## config.mk

```make
export PLATFORM = sky130hd
export DESIGN_NAME = usb_fs_tx
export DESIGN_NICKNAME = d
export VERILOG_FILES = /design/src/rtl/usb_pkg.sv /design/src/rtl/usb_fs_tx_nrzi.sv /design/src/rtl/usb_fs_tx.sv
export SDC_FILE = /design/constraint.sdc
export NUM_CORES = 1
export LEC_CHECK = 0
export CAP_MARGIN = 20
export CORE_ASPECT_RATIO = 0.5
export CORE_MARGIN = 8
export CORE_UTILIZATION = 40
export CTS_BUF_LIST = sky130_fd_sc_hd__clkbuf_2 sky130_fd_sc_hd__clkbuf_4 sky130_fd_sc_hd__clkbuf_8
export DETAILED_ROUTE_END_ITERATION = 12
export GPL_TIMING_DRIVEN = 0
export PLACE_DENSITY = 0.6
export SKIP_LAST_GASP = 1
export SLEW_MARGIN = 25
export SYNTH_ARGS = -nofsm -noshare
export SYNTH_HDL_FRONTEND = slang
export SYNTH_SLANG_ARGS = --single-unit
```

## constraint.sdc

```tcl
create_clock -name clk -period 2.3 [get_ports clk]
set_input_delay 0.69 -clock clk [delete_from_list [all_inputs] [get_ports clk]]
set_output_delay 0.69 -clock clk [all_outputs]
set_load 0.005 [all_outputs]
```

## src/rtl/usb_pkg.sv

```systemverilog
// usb_pkg: shared types and constants for the full-speed USB transmit path.
// Line states are encoded as {dp,dn}.
package usb_pkg;

  localparam int USB_STUFF_LIMIT = 6;
  localparam int USB_EOP_SE0_BITS = 2;

  localparam logic [7:0] USB_SYNC_BYTE = 8'h80;

  localparam logic [1:0] LINE_J = 2'b10;
  localparam logic [1:0] LINE_K = 2'b01;
  localparam logic [1:0] LINE_SE0 = 2'b00;

  typedef enum logic [2:0] {
    ST_IDLE,
    ST_SYNC,
    ST_DATA,
    ST_EOP_SE0,
    ST_EOP_J,
    ST_ABORT
  } usb_fs_tx_state_t;

endpackage

```

## src/rtl/usb_fs_tx_nrzi.sv

```systemverilog
// usb_fs_tx_nrzi: bit stuffing counter and NRZI line register.
// A stuffed 0 is inserted on the strobe after the sixth consecutive 1.
module usb_fs_tx_nrzi
  import usb_pkg::*;
(
  input  logic clk,
  input  logic rst_n,
  input  logic bit_strobe,
  input  logic data_bit,
  input  logic no_stuff,
  input  logic force_se0,
  input  logic force_j,
  output logic stuff_now,
  output logic dp,
  output logic dn
);

  logic [2:0] ones;
  logic [1:0] line;

  assign stuff_now = (ones == 3'(USB_STUFF_LIMIT));
  assign dp = line[1];
  assign dn = line[0];

  // line state and ones run length, advanced once per bit time
  always_ff @(posedge clk or negedge rst_n) begin
    if (!rst_n) begin
      line <= LINE_J;
      ones <= '0;
    end else if (bit_strobe) begin
      if (force_se0) begin
        line <= LINE_SE0;
        ones <= '0;
      end else if (force_j) begin
        line <= LINE_J;
        ones <= '0;
      end else if (no_stuff) begin
        if (!data_bit) line <= ~line;
        ones <= '0;
      end else if (stuff_now) begin
        line <= ~line;
        ones <= '0;
      end else if (data_bit) begin
        ones <= ones + 3'd1;
      end else begin
        line <= ~line;
        ones <= '0;
      end
    end
  end

endmodule

```

## src/rtl/usb_fs_tx.sv

```systemverilog
// usb_fs_tx: full-speed USB transmitter (SYNC, stuffing, NRZI, EOP).
// Optional abort sequence enabled by USB_FS_TX_ABORT_EN.
module usb_fs_tx
  import usb_pkg::*;
#(
  parameter int CLK_PER_BIT = 4
) (
  input  logic       clk,
  input  logic       rst_n,
  input  logic [7:0] tx_data,
  input  logic       tx_valid,
  output logic       tx_ready,
  input  logic       tx_abort,
  output logic       tx_active,
  output logic       dp_tx,
  output logic       dn_tx,
  output logic       tx_oe
);

  localparam int TW = (CLK_PER_BIT > 1) ? $clog2(CLK_PER_BIT) : 1;

  usb_fs_tx_state_t state, state_nx;
  logic [TW-1:0] timer;
  logic [7:0] sh, sh_nx;
  logic [3:0] cnt, cnt_nx;
  logic oe, oe_nx;
  logic strobe, consume, abort_req;
  logic data_bit, no_stuff, force_se0, force_j, stuff_now;

  assign strobe = (state != ST_IDLE) && (timer == '0);
  assign tx_ready = consume;
  assign tx_oe = oe;
  assign tx_active = oe;

`ifdef USB_FS_TX_ABORT_EN
  logic abort_q;

  // hold a short abort pulse until the next bit boundary
  always_ff @(posedge clk or negedge rst_n) begin
    if (!rst_n) abort_q <= 1'b0;
    else if (state != ST_SYNC && state != ST_DATA) abort_q <= 1'b0;
    else if (tx_abort) abort_q <= 1'b1;
  end

  assign abort_req = abort_q | tx_abort;
`else
  logic unused_abort;
  assign unused_abort = tx_abort;
  assign abort_req = 1'b0;
`endif

  // bit timer, free running while a packet is on the line
  always_ff @(posedge clk or negedge rst_n) begin
    if (!rst_n) timer <= '0;
    else if (state == ST_IDLE) timer <= '0;
    else if (timer == TW'(CLK_PER_BIT - 1)) timer <= '0;
    else timer <= timer + 1'b1;
  end

  // state, shifter and output enable registers
  always_ff @(posedge clk or negedge rst_n) begin
    if (!rst_n) begin
      state <= ST_IDLE;
      sh <= '0;
      cnt <= '0;
      oe <= 1'b0;
    end else begin
      state <= state_nx;
      sh <= sh_nx;
      cnt <= cnt_nx;
      oe <= oe_nx;
    end
  end

  // next state and per-bit symbol selection
  always_comb begin
    state_nx = state;
    sh_nx = sh;
    cnt_nx = cnt;
    oe_nx = oe;
    data_bit = 1'b1;
    no_stuff = 1'b0;
    force_se0 = 1'b0;
    force_j = 1'b0;
    consume = 1'b0;
    unique case (state)
      ST_IDLE: begin
        if (tx_valid) begin
          state_nx = ST_SYNC;
          sh_nx = USB_SYNC_BYTE;
          cnt_nx = '0;
        end
      end
      ST_SYNC, ST_DATA: begin
        if (strobe) begin
          oe_nx = 1'b1;
          if (abort_req) begin
            state_nx = ST_ABORT;
            no_stuff = 1'b1;
            cnt_nx = 4'd1;
          end else if (stuff_now) begin
            cnt_nx = cnt;
          end else if (cnt != 4'd8) begin
            data_bit = sh[0];
            sh_nx = {1'b0, sh[7:1]};
            cnt_nx = cnt + 4'd1;
          end else if (tx_valid) begin
            consume = 1'b1;
            data_bit = tx_data[0];
            sh_nx = {1'b0, tx_data[7:1]};
            cnt_nx = 4'd1;
            state_nx = ST_DATA;
          end else begin
            force_se0 = 1'b1;
            cnt_nx = 4'd1;
            state_nx = ST_EOP_SE0;
          end
        end
      end
`ifdef USB_FS_TX_ABORT_EN
      ST_ABORT: begin
        if (strobe) begin
          if (cnt != 4'd8) begin
            no_stuff = 1'b1;
            cnt_nx = cnt + 4'd1;
          end else begin
            force_se0 = 1'b1;
            cnt_nx = 4'd1;
            state_nx = ST_EOP_SE0;
          end
        end
      end
`endif
      ST_EOP_SE0: begin
        if (strobe) begin
          if (cnt != 4'(USB_EOP_SE0_BITS)) begin
            force_se0 = 1'b1;
            cnt_nx = cnt + 4'd1;
          end else begin
            force_j = 1'b1;
            state_nx = ST_EOP_J;
          end
        end
      end
      ST_EOP_J: begin
        if (strobe) begin
          force_j = 1'b1;
          oe_nx = 1'b0;
          state_nx = ST_IDLE;
        end
      end
      default: state_nx = ST_IDLE;
    endcase
  end

  usb_fs_tx_nrzi u_nrzi (
    .clk(clk),
    .rst_n(rst_n),
    .bit_strobe(strobe),
    .data_bit(data_bit),
    .no_stuff(no_stuff),
    .force_se0(force_se0),
    .force_j(force_j),
    .stuff_now(stuff_now),
    .dp(dp_tx),
    .dn(dn_tx)
  );

endmodule

```

==> impl_metrics.py, run 1 <==
metrics = {
    "synthesis": {
        "yosys_warnings": 0,
        "synth_edf_count": 0,
        "syn_area_per_cell_um2": 9.15,
        "synth_top_cell_area_share_pct": 35.6,
        "syn_nets": 188,
        "ys_top_cells_by_count": "25 x nand2_1, 22 x dfrtp_1, 14 x a21oi_1",
        "synthTopCellsByArea": "dfrtp_1 36%, mux2_2 6.6%, nand2_1 6.1%, ha_1 5.7%, a21oi_1 4.5%",
        "synth.most_common_cell": "nand2_1",
        "synth_seq_area_share_pct": 37.3,
        "synth_flop_cell": "dfrtp_1",
        "netlist_area_um2": 1550,
        "synth_cells": 169,
        "synth_top_cell_by_area": "dfrtp_1",
        "async_flop_share_pct": 100,
        "ys_ff_latch": 23,
        "ys_types": 51,
    },
    "place": {
        "gp_congestion": 0.829,
        "portBuffers": 14,
        "dp_hpwl_mm": 2.44,
        "place_ws_ns": -0.220,
        "placed_area_um2": 1750,
        "dp_cells": 237,
    },
    "global_routing": {
        "grt.total_usage_pct": 11.4,
        "grt_pass1_wl_mm": 5.73,
        "grt_max_degree": 24,
        "grt_pass1_vias": 1200,
        "grt_antenna_before_repair": 0,
        "grt-ovfl-total": 0,
    },
    "floorplan": {
        "core_area_um2": 3800,
        "fp.dieH_um": 60.0,
        "num_rows": 16,
        "dieArea_um2": 6230,
        "ios": 17,
        "start_util_pct": 40.7,
        "die_w_um": 104,
    },
    "min_path": {
        "min_path_type": "primary input to asynchronous set/reset pin",
    },
    "job": {
        "max_cap_viol_count": 0,
    },
    "routing": {
        "drt_iter0_drc": 64,
        "drtAntennaViolNets": 0,
        "drtPass1Iterations": 4,
        "routed_wirelength_mm": 3.42,
        "avgRoutedWirePerCell_um": 13.8,
        "vias_per_cell": 5.20,
        "drc": 0,
        "num_vias": 1290,
    },
    "sta": {
        "min_period_ns": 2.19,
        "final-setup-viol-count": 0,
        "slew_headroom_pct": 52.3,
        "fmax_ghz": 0.456,
        "fin_skew_ns": 0.00423,
        "drv_slew": 0,
        "setup_slack_ns": 0.105,
        "hold_viol_final": 0,
        "fin_crit_sh_pct": 95.4,
        "rsz0062_at_grt": "yes",
        "worst_pin_slew_ns": 0.710,
    },
    "critical_path": {
        "crit_required_ns": 1.61,
        "arrival_ns": 1.50,
        "path_class": "flip-flop to output port",
        "crit_path_start_kind": "flip-flop",
        "cp_max_fo": 5,
        "worstSetupEndpointType": "output port",
    },
    "clock_network": {
        "cts_tree": "done",
        "cts-root-buf": "clkbuf_8",
        "cts_max_level": 1,
        "clk_path_buf_depth": 2,
        "clk_latency_ns": 0.27,
        "holdBufCountCts": 0,
        "cts_buffers": 3,
        "cts_sinks": 23,
        "clk_pin_slew_ns": 0.09,
    },
    "power_and_ir_drop": {
        "pwr-share-comb_pct": 60.3,
        "clkPwrFrac_pct": 11.5,
        "power_density_nw_per_um2": 1310,
        "p_leak_nw": 0.827,
        "p_sw_share_pct": 41.5,
        "p_sw_mw": 1.02,
        "intPower_mw": 1.43,
        "seqPwrFrac_pct": 28.2,
        "ir_worst_vdd_mv": 0.435,
    },
    "final_layout": {
        "layout-drive-gt1-share_pct": 22.2,
        "finish.instance_area_um2": 1870,
        "finalNetCount": 214,
        "num_antenna_cells": 0,
        "utilization_pct": 49.1,
        "fill_cells": 385,
        "area.growth.synth_to_final_pct": 20.9,
        "fin_cells": 248,
    },
    "run_status": {
        "outcome": "finished clean",
    },
}
==> worst max-delay path, cell delays in order (launching register included) <==
cell and delay (ns):
dfrtp_1 0.39, inv_1 0.06, ha_1 0.16, buf_6 0.11
nor2b_4 0.14, nand2_2 0.09, nor3_2 0.16, buf_2 0.13
==> sequential cells by signal, indices dropped and copies added (netlist names) <==
name / count
u_nrzi.line: 2
tx_active: 1
u_nrzi.ones: 3
timer: 2
state: 3
sh: 8
cnt: 4
==> area by class of cell <==
class	instances	area (um^2)	area share [%]
multi-input cells	126	887	47.5
flip-flops and latches	23	577	30.9
repair buffers	22	190	10.2
well taps	54	67.6	3.61
plain buffers	8	57.6	3.08
clock buffers	4	48.8	2.61
inverters	11	41.3	2.21
==> layer usage <==
layer	wire length (um)	up-vias	track usage (%)	part of all wire, %
met5	0	-	0	0
met4	55	0	4.89	1.6
met3	130	5	2.69	3.8
met2	1560	24	18.1	46
met1	1670	616	14.7	49
li1	-	645	-	-
==> cell usage in the layout, fill, tap and decap left out, types with 2 or more instances in the layout <==
cell type | Yosys | routed
o31ai_1 | 3 | 3
a211oi_1 | 2 | 2
o21ai_0 | 7 | 7
nor2b_1 | 6 | 5
ha_1 | 7 | 6
nor3_1 | 4 | 3
clkbuf_1 | 2 | 2
nand4_1 | 2 | 2
mux2_2 | 9 | 9
nor2_1 | 9 | 9
buf_6 | 1 | 2
buf_2 | 2 | 3
buf_4 | 4 | 11
clkdlybuf4s50_1 | 0 | 12
nand2_2 | 1 | 2
dfrtp_1 | 22 | 22
clkbuf_8 | 0 | 3
nand2_1 | 25 | 24
nor4_1 | 2 | 2
o21ai_1 | 2 | 2
nand3_1 | 3 | 3
a21oi_1 | 14 | 14
inv_1 | 11 | 11
o211ai_1 | 2 | 2
==> power by group through the flow <==
stage	Combinational [mW]	Sequential [mW]	Clock, mW
after floorplan	1.06	0.670	0
after global placement	1.34	0.691	0
after detailed placement	1.36	0.701	0
after CTS	1.43	0.689	0.289
after global routing	1.65	0.715	0.299
final	1.48	0.689	0.281
==> worst paths after layout <==
kind                          start        endpoint  slack (ns)  cells past startpoint
max                        timer[0]        tx_ready        0.11                      7
min                           rst_n          cnt[1]        0.39                      1
max reg2reg                  cnt[0]          cnt[2]        0.17                      7
min reg2reg                   sh[2]           sh[2]        0.51                      1
max in group asynchronous     rst_n  u_nrzi.line[1]        1.55                      1
min in group clk              sh[2]           sh[2]        0.51                      1
==> metrics by stage <==
step                hold WS, ns  total power [mW]  setup TNS, ns
detailed placement        0.463              2.06         -0.265
global placement          0.453              2.03         -0.275
floorplan                 0.394              1.73              0
global route              0.433              2.66        -0.0125
finish                    0.387              2.45              0
CTS                       0.400              2.41              0
==> cell families (layout without fill, tap and decap cells) <==
family | after synthesis | after routing | share of synthesized area (%)
buf+inv | 20 | 45 | 6.47
compound gates | 45 | 45 | 21.1
simple gates | 62 | 62 | 20.7
mux | 11 | 11 | 8.17
xor+xnor | 1 | 1 | 0.566
fa+ha+maj | 7 | 7 | 5.66
flops | 23 | 23 | 37.3
==> what timing repair did <==
action,CTS,global route
resized for setup,10,0
endpoints found under the setup margin,1,1
buffers inserted,2,6
endpoints found under the hold margin,0,0
Note: power is estimated with default switching activity, not from simulation.
==> run 2, diff against run 1 <==
--- a/config.mk
+++ b/config.mk
@@ -14,7 +14,6 @@
 export GPL_TIMING_DRIVEN = 0
 export PLACE_DENSITY = 0.6
 export SKIP_LAST_GASP = 1
-export SLEW_MARGIN = 25
 export SYNTH_ARGS = -nofsm -noshare
 export SYNTH_HDL_FRONTEND = slang
 export SYNTH_SLANG_ARGS = --single-unit
==> run 2 against run 1 <==
Clock skew decreased by 0.00054 ns. Cell area unchanged. Die area unchanged. Critical endpoint unchanged. Fmax decreased by 0.27%. Global-route usage decreased by 0.17 points. Worst hold slack improved by 0.12 ns. Via count increased by 0.62%.
==> impl_metrics.py, run 2 (synthesis results as in run 1) <==
metrics = {
    "sta": {
        "drv_slew": 0,
        "hold_viol_final": 0,
        "fin_skew_ns": 0.00369,
        "fmax_ghz": 0.454,
        "fin_crit_sh_pct": 95.7,
        "final-setup-viol-count": 0,
        "rsz0062_at_grt": "no",
        "min_period_ns": 2.20,
        "worst_pin_slew_ns": 0.683,
        "slew_headroom_pct": 54.1,
    },
    "run_status": {
        "outcome": "finished clean",
    },
    "power_and_ir_drop": {
        "power_mw": 2.44,
        "intPower_mw": 1.43,
        "pwr-share-comb_pct": 60.5,
        "p_leak_nw": 0.821,
        "seqPwrFrac_pct": 28.3,
        "p_sw_mw": 1.01,
        "ir_worst_vdd_mv": 0.393,
        "power_density_nw_per_um2": 1300,
        "p_sw_share_pct": 41.4,
        "clkPwrFrac_pct": 11.3,
    },
    "clock_network": {
        "cts_tree": "done",
        "cts_max_level": 1,
        "cts_sinks": 23,
        "holdBufCountCts": 0,
        "clk_latency_ns": 0.27,
        "clk_pin_slew_ns": 0.08,
        "cts_buffers": 3,
        "cts-root-buf": "clkbuf_8",
        "clk_path_buf_depth": 2,
    },
    "final_layout": {
        "layout_common_cells": "24 x nand2_1, 22 x dfrtp_1, 14 x a21oi_1",
        "final_common_cell": "nand2_1",
        "reg_top3": "sh: 8 flops, cnt: 4 flops",
        "finish.instance_area_um2": 1870,
        "finalNetCount": 212,
        "area.growth.synth_to_final_pct": 20.9,
        "num_antenna_cells": 0,
        "layout-drive-gt1-share_pct": 21.4,
        "largest_register": "sh",
        "largest_reg_flops": 8,
    },
    "global_routing": {
        "grt_antenna_before_repair": 0,
        "grt_pass1_vias": 1210,
        "grt-busiest-layer": "met2",
        "use_met1_pct": 14.5,
        "grt_max_degree": 24,
        "use_met3_pct": 2.69,
        "grt_pass1_wl_mm": 5.69,
        "grt-ovfl-total": 0,
        "grt.total_usage_pct": 11.2,
        "met2_usage_pct": 18.3,
    },
    "floorplan": {
        "dieArea_um2": 6230,
        "start_util_pct": 40.7,
        "fp.dieH_um": 60.0,
        "ios": 17,
        "num_rows": 16,
        "core_area_um2": 3800,
        "die_w_um": 104,
    },
    "critical_path": {
        "crit_path_start_kind": "flip-flop",
        "path_class": "flip-flop to output port",
        "reg2regPathDepth": 9,
        "cp_slowest_cell": "dfrtp_1",
        "slowest_delay_ns": 0.43,
        "arrival_ns": 1.51,
        "worst-r2r-setup-slack_ns": 0.21,
        "worstPathCellList": "inv_1 -> ha_2 -> nand3b_4 -> nor3_2 -> buf_2",
        "cp_max_fo": 14,
        "crit_required_ns": 1.61,
        "worstSetupEndpointType": "output port",
    },
    "place": {
        "placed_area_um2": 1750,
        "portBuffers": 14,
        "dp_hpwl_mm": 2.46,
        "gp_congestion": 0.829,
    },
    "routing": {
        "avgRoutedWirePerCell_um": 13.7,
        "vias_per_cell": 5.28,
        "drtAntennaViolNets": 0,
        "drc": 0,
        "drt_iter0_drc": 56,
        "routed_wirelength_mm": 3.37,
        "num_vias": 1298,
        "drtPass1Iterations": 4,
    },
    "min_path": {
        "min_path_type": "flip-flop to flip-flop",
        "whs_path_depth": 1,
    },
    "job": {
        "max_cap_viol_count": 0,
    },
}
## run 2: worst max-delay path: cells and delay by family (launching register included)
family                   cells  cell delay [ns]
adder cells (fa/ha/maj)      1             0.23
buffers and inverters        2             0.24
flip-flops                   1             0.43
AND/OR/NAND/NOR              2             0.34
## run 2: cell type report
cell class | count | area (um^2)
Fill cell | 394 | 1930
Multi-Input combinational cell | 126 | 890
Sequential cell | 23 | 577
Timing Repair Buffer | 20 | 188
Tap cell | 54 | 67.6
Buffer | 8 | 57.6
Clock buffer | 4 | 48.8
Inverter | 11 | 41.3
## run 2: timing repair
item                       in CTS  in global routing
setup buffers                   2                  3
gates resized for setup         9                  2
setup endpoints to repair       1                  2
## run 2: routing by layer
layer / up-vias / part of all wire (%)
met5: - / 0
met4: 0 / 1.0
met3: 2 / 2.6
met2: 17 / 46
met1: 632 / 50
li1: 647 / -
## run 2: worst paths after layout
path,from,endpoint
setup / recovery,cnt[0],tx_ready
hold / removal,sh[3],sh[3]
setup reg to reg,timer[0],cnt[2]
hold reg to reg,sh[3],sh[3]
max in group asynchronous,rst_n,u_nrzi.ones[1]
min in group asynchronous,rst_n,state[1]
## run 2: stage by stage
| stage | hold slack, ns | utilization [%] | std cells | worst slack [ns] | setup TNS [ns] |
|---|---|---|---|---|---|
| 2_1_floorplan | 0.394 | - | 169 | 0.325 | 0 |
| 3_3_place_gp | 0.453 | 46.1 | 237 | -0.251 | -0.275 |
| 3_5_place_dp | 0.462 | 46.1 | 237 | -0.204 | -0.248 |
| 4_1_cts | 0.514 | 48.0 | 242 | 0.0600 | 0 |
| 5_1_grt | 0.527 | 49.1 | 246 | 0.000932 | 0 |
| 6_report | 0.511 | 49.1 | 246 | 0.0994 | 0 |
## run 2: power by group through the flow
stage	Clock, mW	Sequential (mW)	Combinational, mW
finish	0.274	0.689	1.47
global route	0.296	0.715	1.64
CTS	0.282	0.688	1.43
detailed placement	0	0.699	1.36
global placement	0	0.691	1.34
floorplan	0	0.670	1.06
